### src/rtl/branch_update_queue_if.sv
// Commit-side handshake and predictor-update bus of the branch update queue.
//   commit_valid/PC/taken/pred : RoB -> queue, committed conditional branch
//   commit_ready               : queue -> RoB, accept this cycle
//   update_en/PC/result        : queue -> predictor, registered update strobe
// master = RoB / predictor side, slave = the queue itself.
interface branch_update_queue_if;
    logic        commit_valid;
    logic [31:0] commit_PC;
    logic        commit_taken;
    logic        commit_pred;
    logic        commit_ready;
    logic        update_en;
    logic [31:0] update_PC;
    logic        update_result;

    modport master (
        output commit_valid, commit_PC, commit_taken, commit_pred,
        input  commit_ready, update_en, update_PC, update_result
    );

    modport slave (
        input  commit_valid, commit_PC, commit_taken, commit_pred,
        output commit_ready, update_en, update_PC, update_result
    );
endinterface

### src/rtl/branch_update_queue.sv
// Branch update queue: buffers committed conditional-branch outcomes from the
// RoB in a circular FIFO and replays them, one per cycle, onto the branch
// predictor's update port. Also keeps saturating branch/mispredict counters.
// Ports:
//   clk_in           system clock
//   rst_in           synchronous active-high reset (wins over rdy_in)
//   rdy_in           global ready; low freezes all state
//   bus              commit handshake in, predictor update strobe out
//   occupancy        entries currently stored
//   branch_count     accepted committed branches (saturating)
//   mispredict_count accepted branches with taken != pred (saturating)
module branch_update_queue #(
    parameter int DEPTH_WIDTH = 3,
    parameter int DEPTH       = 1 << DEPTH_WIDTH,
    parameter int CNT_WIDTH   = 32
) (
    input  logic                    clk_in,
    input  logic                    rst_in,
    input  logic                    rdy_in,
    branch_update_queue_if.slave    bus,
    output logic [DEPTH_WIDTH:0]    occupancy,
    output logic [CNT_WIDTH-1:0]    branch_count,
    output logic [CNT_WIDTH-1:0]    mispredict_count
);
    localparam int OCC_W = DEPTH_WIDTH + 1;
    localparam logic [OCC_W-1:0]       OCC_FULL = OCC_W'(DEPTH);
    localparam logic [OCC_W-1:0]       OCC_ONE  = OCC_W'(1);
    localparam logic [DEPTH_WIDTH-1:0] PTR_ONE  = DEPTH_WIDTH'(1);
    localparam logic [CNT_WIDTH-1:0]   CNT_ONE  = CNT_WIDTH'(1);
    localparam logic [CNT_WIDTH-1:0]   CNT_MAX  = '1;

    // Entry layout: {PC[31:0], taken}
    logic [32:0]            mem_q [DEPTH];

    logic [DEPTH_WIDTH-1:0] head_q, head_d;
    logic [DEPTH_WIDTH-1:0] tail_q, tail_d;
    logic [OCC_W-1:0]       occ_q, occ_d;
    logic                   upd_en_q, upd_en_d;
    logic [31:0]            upd_pc_q, upd_pc_d;
    logic                   upd_res_q, upd_res_d;
    logic [CNT_WIDTH-1:0]   bcnt_q, bcnt_d;
    logic [CNT_WIDTH-1:0]   mcnt_q, mcnt_d;

    logic commit_ready;
    logic push;
    logic pop;

    // Ready ignores a same-cycle pop: a full queue refuses input outright.
    assign commit_ready = rdy_in && (occ_q != OCC_FULL);
    assign push         = rdy_in && bus.commit_valid && commit_ready;
    // Pop is decided on the pre-edge occupancy, so an entry pushed on this
    // edge is never strobed on the same edge.
    assign pop          = rdy_in && (occ_q != '0);

    always_comb begin
        head_d    = head_q;
        tail_d    = tail_q;
        occ_d     = occ_q;
        upd_en_d  = upd_en_q;
        upd_pc_d  = upd_pc_q;
        upd_res_d = upd_res_q;
        bcnt_d    = bcnt_q;
        mcnt_d    = mcnt_q;

        if (push) begin
            tail_d = tail_q + PTR_ONE;
            if (bcnt_q != CNT_MAX) begin
                bcnt_d = bcnt_q + CNT_ONE;
            end
            if ((bus.commit_taken != bus.commit_pred) && (mcnt_q != CNT_MAX)) begin
                mcnt_d = mcnt_q + CNT_ONE;
            end
        end

        if (pop) begin
            head_d    = head_q + PTR_ONE;
            upd_en_d  = 1'b1;
            upd_pc_d  = mem_q[head_q][32:1];
            upd_res_d = mem_q[head_q][0];
        end else if (rdy_in) begin
            // Data fields hold their last value; only the strobe drops.
            upd_en_d  = 1'b0;
        end

        case ({push, pop})
            2'b10:   occ_d = occ_q + OCC_ONE;
            2'b01:   occ_d = occ_q - OCC_ONE;
            default: occ_d = occ_q;
        endcase
    end

    always_ff @(posedge clk_in) begin
        if (rst_in) begin
            head_q    <= '0;
            tail_q    <= '0;
            occ_q     <= '0;
            upd_en_q  <= 1'b0;
            upd_pc_q  <= '0;
            upd_res_q <= 1'b0;
            bcnt_q    <= '0;
            mcnt_q    <= '0;
        end else begin
            head_q    <= head_d;
            tail_q    <= tail_d;
            occ_q     <= occ_d;
            upd_en_q  <= upd_en_d;
            upd_pc_q  <= upd_pc_d;
            upd_res_q <= upd_res_d;
            bcnt_q    <= bcnt_d;
            mcnt_q    <= mcnt_d;
        end
    end

    // Storage needs no reset: only slots between head and tail are ever read.
    always_ff @(posedge clk_in) begin
        if (push && !rst_in) begin
            mem_q[tail_q] <= {bus.commit_PC, bus.commit_taken};
        end
    end

    assign bus.commit_ready  = commit_ready;
    assign bus.update_en     = upd_en_q;
    assign bus.update_PC     = upd_pc_q;
    assign bus.update_result = upd_res_q;
    assign occupancy         = occ_q;
    assign branch_count      = bcnt_q;
    assign mispredict_count  = mcnt_q;
endmodule
### src/flat_wrapper.sv
// flat-port wrapper written by rule: the top's interface ports become plain ports
module branch_update_queue_flat 
#(
    parameter int DEPTH_WIDTH = 3,
    parameter int DEPTH       = 1 << DEPTH_WIDTH,
    parameter int CNT_WIDTH   = 32
)
  (clk_in, rst_in, rdy_in, occupancy, branch_count, mispredict_count, bus_commit_valid, bus_commit_PC, bus_commit_taken, bus_commit_pred, bus_commit_ready, bus_update_en, bus_update_PC, bus_update_result);
  branch_update_queue_if bus_i ();
  input  logic clk_in;
  input  logic rst_in;
  input  logic rdy_in;
  output logic [DEPTH_WIDTH:0] occupancy;
  output logic [CNT_WIDTH-1:0] branch_count;
  output logic [CNT_WIDTH-1:0] mispredict_count;
  input wire logic [$bits(bus_i.commit_valid)-1:0] bus_commit_valid;
  input wire logic [$bits(bus_i.commit_PC)-1:0] bus_commit_PC;
  input wire logic [$bits(bus_i.commit_taken)-1:0] bus_commit_taken;
  input wire logic [$bits(bus_i.commit_pred)-1:0] bus_commit_pred;
  output wire logic [$bits(bus_i.commit_ready)-1:0] bus_commit_ready;
  output wire logic [$bits(bus_i.update_en)-1:0] bus_update_en;
  output wire logic [$bits(bus_i.update_PC)-1:0] bus_update_PC;
  output wire logic [$bits(bus_i.update_result)-1:0] bus_update_result;
  assign bus_i.commit_valid = bus_commit_valid;
  assign bus_i.commit_PC = bus_commit_PC;
  assign bus_i.commit_taken = bus_commit_taken;
  assign bus_i.commit_pred = bus_commit_pred;
  assign bus_commit_ready = bus_i.commit_ready;
  assign bus_update_en = bus_i.update_en;
  assign bus_update_PC = bus_i.update_PC;
  assign bus_update_result = bus_i.update_result;
  branch_update_queue #(.DEPTH_WIDTH(DEPTH_WIDTH), .DEPTH(DEPTH), .CNT_WIDTH(CNT_WIDTH)) u_core (.clk_in(clk_in), .rst_in(rst_in), .rdy_in(rdy_in), .bus(bus_i), .occupancy(occupancy), .branch_count(branch_count), .mispredict_count(mispredict_count));
endmodule
### config.mk
export PLATFORM = sky130hd
export DESIGN_NAME = branch_update_queue_flat
export DESIGN_NICKNAME = d
export VERILOG_FILES = /design/src/rtl/branch_update_queue_if.sv /design/src/rtl/branch_update_queue.sv /design/src/flat_wrapper.sv
export SDC_FILE = /design/constraint.sdc
export NUM_CORES = 1
export LEC_CHECK = 0
export ABC_CLOCK_PERIOD_IN_PS = 7950
export CELL_PAD_IN_SITES_DETAIL_PLACEMENT = 1
export CELL_PAD_IN_SITES_GLOBAL_PLACEMENT = 2
export CORE_MARGIN = 2
export CORE_UTILIZATION = 45
export DETAILED_ROUTE_END_ITERATION = 12
export GPL_TIMING_DRIVEN = 0
export PLACE_DENSITY = 0.9
export SYNTH_ARGS = -nofsm -noshare
export SYNTH_HDL_FRONTEND = slang
export SYNTH_SLANG_ARGS = --single-unit
### constraint.sdc
create_clock -name clk_in -period 7.95 [get_ports clk_in]
set_input_delay 1.1925 -clock clk_in [delete_from_list [all_inputs] [get_ports clk_in]]
set_output_delay 1.1925 -clock clk_in [all_outputs]
set_load 0.01 [all_outputs]
==> results.toml, run 1 <==
[outcome]
status = "completed"

[min_path]
hold_path_depth = 2
min_from = "u_core.mispredict_count[21]"
hold_class = "reg -> reg"
hold_end = "u_core.mispredict_count[21]"

[clock_network]
clockRootBuffer = "clkbuf_16"
clock-sinks = 372
worstSkewPairLatency_ns = 0.54
cts_max_path_buffers = 3
htreeDepth = 2
cts_hold_buf = 0
cts_buffers = 40
clk_pin_slew_ns = 0.06
cts_tree = "yes"
post_cts_resized = 0
post_cts_buffers = 0

[final_layout]
utilization_pct = 56.7
layout_common_cells = "edfxtp_1, clkdlybuf4s50_1, dfxtp_1, mux4_2, nor2_1"
final_common_cell = "edfxtp_1"
fin_nets = 1229
fill_cells = 3104
drive_above_1_share_pct = 15.1
final_cells = 1658
area_growth_pct = 24.2
design_area_um2 = 18400

[power_and_ir_drop]
power_mw = 5.24
internal_power_mw = 3.81
power_frac_clock_pct = 35.7
pwr-share-comb_pct = 20.9
power.density_nw_per_um2 = 285
ir_drop_uv = 229
switching_share_pct = 27.3
power_frac_seq_pct = 43.4
p_leak_nw = 5.65
p_sw_mw = 1.43

[die]
die_w_um = 186
fp-row-count = 66
io_pins = 141
die_area_um2 = 34400
core_area_um2 = 32500
die_h_um = 186
start_util_pct = 45.7

[sta]
timing.hold.ws_ns = 0.500
layout_setup_ws_ns = 3.86
clock.fmax_mhz = 245
rsz0062_at_grt = "false"
maxSlewHeadroom_pct = 30.6
fin_worst_skew_ns = 0.0235
setup_violations = 0
setup_tns_ns = 0
timing_hold_violations_final = 0
period_needed_ns = 4.09
period_share_pct = 51.4
worstMarginPinSlew_ns = 1.02
slew_viol_final = 0

[critical_path]
crit_start = "rdy_in"
worstSetupEndpointType = "flop"
r2r_slack_ns = 4.61
reg2reg_to = "u_core.occupancy[3]"
r2r_start = "u_core.occupancy[0]"
criticalPathCategory = "in -> reg"
worstPathMaxFanout = 10
reg2reg_depth = 10
cp.arrival_ns = 4.54
cp_data_required_time_ns = 8.40
cp-start-kind = "input port"

[run]
cap_violations = 0

[global_routing]
grt_usage_pct = 23.8
grt_pass1_wl_um = 61600
grt_max_degree = 20
grt-ovfl-total = 0
antenna_found_initial = 3
grt_pass1_vias = 10300

[yosys]
yosysSeqAreaShare_pct = 68.1
ys_warn_count = 0
syn-num-nets = 1019
synth-edff-count = 264
ys_types = 49
avgSynthCellArea_um2 = 15.2
synthArstFlopShare_pct = 0
synthCells = 973
netlist_area_um2 = 14800
synth_seq_cells = 372
synthFlopType = "edfxtp_1"

[drt]
drt_drc_violations_left = 0
wl_per_cell_um = 24.2
vias = 9733
vias_per_cell = 5.87
drt_wl_total_um = 40200
first_iter_violations = 603
drtAntennaViolNets = 0
first_pass_iters = 5

[placed_design]
port_buffers = 139
pre_cts_ws_ns = 3.41
dp.cells = 1583
gp_congestion = 0.807
dp_hpwl_um = 26900
dpl-instance-area_um2 = 17100
## final cells by class
type / instances / area, um^2 / area share [%]
Antenna cell: 1 / 2.50 / 0.0136
Multi-Input combinational cell: 535 / 4530 / 24.6
Timing Repair Buffer: 168 / 1670 / 9.06
Inverter: 15 / 56.3 / 0.306
Tap cell: 442 / 553 / 3.00
Clock inverter: 20 / 218 / 1.18
Clock buffer: 54 / 1090 / 5.94
Sequential cell: 372 / 10100 / 54.8
Buffer: 51 / 204 / 1.11
## cells by family (layout without fill, tap and decap cells)
family / count (synthesis) / after routing / synth area share, %
flip-flops: 372 / 372 / 68.1
AND/OR/NAND/NOR: 256 / 256 / 9.51
AO/OA/AOI/OAI: 151 / 151 / 6.39
multiplexers: 105 / 105 / 12.7
buffers and inverters: 66 / 308 / 1.76
XOR/XNOR: 15 / 15 / 0.886
adder cells (fa/ha/maj): 8 / 8 / 0.726
other: 0 / 1 / 0
## how the worst max path moves through the flow
stage	end	slack, ns	cells after the start
6_report	u_core.occupancy[3]	3.86	11
5_1_grt	u_core.occupancy[3]	3.66	11
4_1_cts	u_core.occupancy[3]	3.86	11
3_5_place_dp	u_core.occupancy[3]	3.41	11
3_3_place_gp	u_core.mem_q[0][6]	-2.42	6
2_1_floorplan	u_core.mem_q[0][0]	2.19	5
## power groups by stage
stage	logic, mW	registers (mW)	clock network, mW
global route	1.18	2.29	1.96
global placement	1.04	2.31	0
finish	1.10	2.28	1.87
CTS	1.11	2.28	1.89
detailed placement	1.09	2.31	0
floorplan	0.601	2.33	0
## routing by layer
metal | routed length, um | GRT usage, %
met1 | 16200 | 30.5
met2 | 20400 | 41.2
met3 | 2560 | 4.50
met4 | 1020 | 7.24
met5 | 27 | 0
## cell usage after synthesis (8+ instances only)
cell type | number | area [um^2]
a211oi_1 | 34 | 255
a21oi_1 | 54 | 270
and4_1 | 10 | 87.6
buf_2 | 10 | 50.1
clkbuf_1 | 36 | 135
dfxtp_1 | 108 | 2160
edfxtp_1 | 264 | 7930
inv_1 | 15 | 56.3
mux2i_1 | 36 | 360
mux4_2 | 66 | 1490
nand2_1 | 36 | 135
nand3_1 | 23 | 115
nand4_1 | 21 | 131
nor2_1 | 66 | 248
nor3_1 | 9 | 45.0
nor4_1 | 12 | 75.1
o21ai_0 | 27 | 135
o31ai_1 | 25 | 188
or3_1 | 25 | 156
or4_1 | 26 | 195
xor2_1 | 8 | 70.1
## registers in the layout (all words and copies together), names as in the netlist
signal and count:
u_core.mispredict_count 32, u_core.branch_count 32, u_core.mem_q 264, u_core.bus.update_en 1, u_core.bus.update_result 1, u_core.occupancy 4
u_core.bus.update_PC 32, u_core.tail_q 3, u_core.head_q 3
## critical path, stage by stage
cell             delay (ns)
clkdlybuf4s50_1        0.55
inv_1                  0.09
nor2_1                 0.64
clkbuf_1               0.58
ha_1                   0.34
ha_1                   0.26
a21o_1                 0.18
a21oi_1                0.17
xnor2_1                0.09
or3_1                  0.32
a21oi_1                0.15
Note: power is estimated with default switching activity, not from simulation.
==> run 2, diff against run 1 <==
--- a/config.mk
+++ b/config.mk
@@ -5,14 +5,14 @@
 export SDC_FILE = /design/constraint.sdc
 export NUM_CORES = 1
 export LEC_CHECK = 0
-export ABC_CLOCK_PERIOD_IN_PS = 7950
+export ABC_CLOCK_PERIOD_IN_PS = 3700
 export CELL_PAD_IN_SITES_DETAIL_PLACEMENT = 1
 export CELL_PAD_IN_SITES_GLOBAL_PLACEMENT = 2
 export CORE_MARGIN = 2
-export CORE_UTILIZATION = 45
+export CORE_UTILIZATION = 37
 export DETAILED_ROUTE_END_ITERATION = 12
 export GPL_TIMING_DRIVEN = 0
-export PLACE_DENSITY = 0.9
+export PLACE_DENSITY = 0.8
 export SYNTH_ARGS = -nofsm -noshare
 export SYNTH_HDL_FRONTEND = slang
 export SYNTH_SLANG_ARGS = --single-unit
==> constraint.sdc (replaced) <==
create_clock -name clk_in -period 3.7 [get_ports clk_in]
set_input_delay 0.555 -clock clk_in [delete_from_list [all_inputs] [get_ports clk_in]]
set_output_delay 0.555 -clock clk_in [all_outputs]
set_load 0.01 [all_outputs]
==> results.toml, run 2 (synthesized netlist as in run 1, its figures left out) <==
[die]
die_w_um = 204
fp-row-count = 73
start_util_pct = 37.4
die_h_um = 204
io_pins = 141
core_area_um2 = 39600
die_area_um2 = 41700

[sta]
setup_tns_ns = 0
period_share_pct = 88.7
maxSlewHeadroom_pct = 30.6
period_needed_ns = 3.28
slew_viol_final = 0
fin_worst_skew_ns = 0.0429
timing.hold.ws_ns = 0.500
setup_violations = 0
rsz0062_at_grt = "false"
clock.fmax_mhz = 305
worstMarginPinSlew_ns = 1.03
timing_hold_violations_final = 0

[final_layout]
final_common_cell = "edfxtp_1"
top_register = "u_core.mem_q"
largest_register_ffs = 264
fin_nets = 1226
layout_common_cells = "edfxtp_1, clkdlybuf4s50_1, dfxtp_1, mux4_2, nor2_1"
drive_above_1_share_pct = 15.1
area_growth_pct = 26.3
final_cells = 1738

[drt]
drtAntennaViolNets = 0
drt_wl_total_um = 40000
vias_per_cell = 5.49
vias = 9547
first_pass_iters = 4
wl_per_cell_um = 23.0
drt_drc_violations_left = 0
first_iter_violations = 616

[critical_path]
worstPathMaxFanout = 10
crit_chain = "clkdlybuf4s50_1 > inv_1 > nor2_1 > clkbuf_1 > ha_1 > ha_1 > a21o_1 > a21oi_1 > xnor2_1 > or3_1 > a21oi_1"
worstSetupEndpointType = "flop"
cpPeakStageDelay_ns = 0.60
cp_data_required_time_ns = 4.17
cp-start-kind = "input port"
criticalPathCategory = "in -> reg"
path_buf_inv = 3
cp.arrival_ns = 3.75
critPathSlowestCell = "nor2_1"
critPathTopFamily = "buffers and inverters"

[placed_design]
dp.cells = 1663
gp_congestion = 0.762
dp_hpwl_um = 26900
port_buffers = 139

[clock_network]
post_cts_buffers = 0
cts_buffers = 40
clockRootBuffer = "clkbuf_16"
clock-sinks = 372
clk_pin_slew_ns = 0.06
cts_max_path_buffers = 3
htreeDepth = 2
cts_hold_buf = 0
cts_tree = "yes"
post_cts_resized = 0
worstSkewPairLatency_ns = 0.58

[global_routing]
grt_usage_pct = 19.4
grt-ovfl-total = 0
grt_pass1_wl_um = 60900
grt_max_degree = 25
grt_pass1_vias = 9927
antenna_found_initial = 3

[power_and_ir_drop]
power_mw = 11.6
ir_drop_uv = 446
power.density_nw_per_um2 = 620
p_leak_nw = 5.71

[min_path]
hold_class = "reg -> reg"

[run]
cap_violations = 0

[outcome]
status = "completed"
## run 2: cell types whose count changed in the layout (fill, tap and decap cells not counted), moves of 2 or more
cell       change
buf_4          -6
buf_16         +3
clkinv_16      +2
clkbuf_1       -5
bufinv_16      +5
clkinv_2       -3
## run 2: power breakdown
group / internal, mW / leakage [nW] / switching (mW)
Combinational: 1.12 / 1.75 / 1.20
Clock: 2.70 / 0.708 / 1.72
Sequential: 4.70 / 3.25 / 0.176
Total: 8.52 / 5.71 / 3.09
## run 2: path summary, 6_finish.rpt
path                                     from                           to  cells past startpoint  slack [ns]
setup reg to reg          u_core.occupancy[0]          u_core.occupancy[3]                     10        0.49
hold / removal    u_core.mispredict_count[21]  u_core.mispredict_count[21]                      2        0.50
setup / recovery                       rdy_in          u_core.occupancy[3]                     11        0.42
hold reg to reg   u_core.mispredict_count[21]  u_core.mispredict_count[21]                      2        0.50
## run 2: area by class of cell
type,count,area (um^2)
plain buffers,51,204
repair buffers,165,1700
flip-flops and latches,372,10100
fillers,3976,20900
diodes,2,5.00
inverters,15,56.3
clock inverters,24,399
clock buffers,49,1060
well taps,525,657
multi-input cells,535,4540
## run 2: layer usage
| layer | part of all wire [%] | wire, um | global-route usage, % |
|---|---|---|---|
| met4 | 2.6 | 1050 | 7.66 |
| met2 | 48 | 19200 | 31.1 |
| met5 | 0.030 | 12 | 0 |
| met3 | 5.5 | 2210 | 3.60 |
| met1 | 44 | 17400 | 26.2 |
## run 2: worst reg2reg max path: stages, from the launching register on
cell and delay [ns]:
dfxtp_1 0.47, nor4_1 0.11, nor2_1 0.59, clkbuf_1 0.56
ha_1 0.31, ha_1 0.24, a21o_1 0.17, a21oi_1 0.16
xnor2_1 0.09, or3_1 0.30, a21oi_1 0.14
## run 2: through the flow
stage	instance area, um^2	utilization (%)	worst slack, ns
2_1_floorplan	14800	-	-1.21
3_3_place_gp	16900	42.6	-5.84
3_5_place_dp	17300	43.5	-0.135
4_1_cts	18700	47.2	0.409
5_1_grt	18700	47.2	0.135
6_report	18700	47.2	0.419
==> run 3, diff against run 2 <==
--- a/config.mk
+++ b/config.mk
@@ -6,10 +6,12 @@
 export NUM_CORES = 1
 export LEC_CHECK = 0
 export ABC_CLOCK_PERIOD_IN_PS = 3700
+export CAP_MARGIN = 20
 export CELL_PAD_IN_SITES_DETAIL_PLACEMENT = 1
 export CELL_PAD_IN_SITES_GLOBAL_PLACEMENT = 2
 export CORE_MARGIN = 2
 export CORE_UTILIZATION = 37
+export CTS_CLUSTER_DIAMETER = 80
 export DETAILED_ROUTE_END_ITERATION = 12
 export GPL_TIMING_DRIVEN = 0
 export PLACE_DENSITY = 0.8
==> results.toml, run 3 (synthesized netlist as in run 1, its figures left out) <==
[die]
start_util_pct = 37.4
die_h_um = 204
io_pins = 141
core_area_um2 = 39600
fp-row-count = 73
die_w_um = 204
die_area_um2 = 41700

[drt]
drtAntennaViolNets = 0
drt_drc_violations_left = 0
vias = 9494
drt_wl_total_um = 39600
first_pass_iters = 5
vias_per_cell = 5.46
wl_per_cell_um = 22.8
first_iter_violations = 543

[global_routing]
grt_pass1_vias = 9909
antenna_found_initial = 2
grt_usage_pct = 19.2
grt_pass1_wl_um = 60300
grt_max_degree = 25
grt-ovfl-total = 0

[clock_network]
clock-sinks = 372
htreeDepth = 2
worstSkewPairLatency_ns = 0.59
post_cts_buffers = 0
cts_tree = "yes"
cts_buffers = 40
clockRootBuffer = "clkbuf_16"
cts_hold_buf = 0
post_cts_resized = 0
clk_pin_slew_ns = 0.06
cts_max_path_buffers = 3

[power_and_ir_drop]
p_leak_nw = 5.67
power.density_nw_per_um2 = 607
power_mw = 11.3
ir_drop_uv = 451

[placed_design]
port_buffers = 139
dpl-instance-area_um2 = 17300
dp_hpwl_um = 26900
gp_congestion = 0.762

[sta]
timing.hold.ws_ns = 0.500
timing_hold_violations_final = 0
worstMarginPinSlew_ns = 1.04
rsz0062_at_grt = "false"
clock.fmax_mhz = 301
fin_worst_skew_ns = 0.0399
slew_viol_final = 0
period_needed_ns = 3.32
setup_violations = 0
period_share_pct = 89.6
maxSlewHeadroom_pct = 30.8

[run]
cap_violations = 0

[min_path]
hold_class = "reg -> reg"
hold_path_depth = 2

[critical_path]
criticalPathCategory = "in -> reg"
cp_data_required_time_ns = 4.17
worstSetupEndpointType = "flop"
cp.arrival_ns = 3.79
reg2reg_depth = 10
worstPathMaxFanout = 10
cp-start-kind = "input port"

[final_layout]
top_register = "u_core.mem_q"
final_common_cell = "edfxtp_1"
utilization_pct = 47.0
multi_input_area_um2 = 4540
design_area_um2 = 18600
fin_nets = 1227
layout_common_cells = "edfxtp_1, clkdlybuf4s50_1, dfxtp_1, mux4_2, nor2_1"
seq_area_um2 = 10100
drive_above_1_share_pct = 14.9
largest_register_ffs = 264
fill_cells = 3995
area_growth_pct = 25.5

[outcome]
status = "completed"
[run 3: stage by stage]
stage	setup TNS (ns)	std cells	setup slack [ns]
after global routing	0	1739	0.140
after detailed placement	-0.150	1663	-0.150
after CTS	0	1737	0.382
after floorplan	-119.45	973	-1.21
final	0	1739	0.383
after global placement	-837.49	1637	-5.84
[run 3: power by group]
part | switching (mW) | internal (mW) | leakage, nW
sequential | 0.176 | 4.70 | 3.25
combinational | 1.20 | 1.13 | 1.76
clock | 1.70 | 2.38 | 0.652
total | 3.08 | 8.22 | 5.67
[run 3: worst paths after layout]
path | from | end | slack [ns]
worst max-delay path | rdy_in | u_core.occupancy[3] | 0.38
worst min-delay path | u_core.mispredict_count[21] | u_core.mispredict_count[21] | 0.50
worst max register to register | u_core.occupancy[0] | u_core.occupancy[3] | 0.42
worst min register to register | u_core.mispredict_count[21] | u_core.mispredict_count[21] | 0.50
[run 3: final cells by class]
cell class | instances | area share [%]
multi-input cells | 535 | 24.4
clock inverters | 18 | 1.30
clock buffers | 56 | 5.92
inverters | 15 | 0.302
diodes | 1 | 0.0134
well taps | 525 | 3.53
flip-flops and latches | 372 | 54.2
plain buffers | 51 | 1.10
repair buffers | 166 | 9.22
[run 3: critical path, stage by stage]
cell and delay (ns):
clkdlybuf4s50_1 0.52, inv_1 0.09, nor2_1 0.61, clkbuf_1 0.59
ha_1 0.31, ha_1 0.24, a21o_1 0.17, a21oi_1 0.16
xnor2_1 0.09, or3_1 0.30, a21oi_1 0.13
[run 3: layer usage]
metal	vias to the layer above	global-route usage (%)	share of wire (%)
met5	-	0	0.033
met4	2	6.16	2.1
met3	63	3.64	4.9
met2	220	31.1	48
met1	4909	26.2	45
li1	4300	-	-
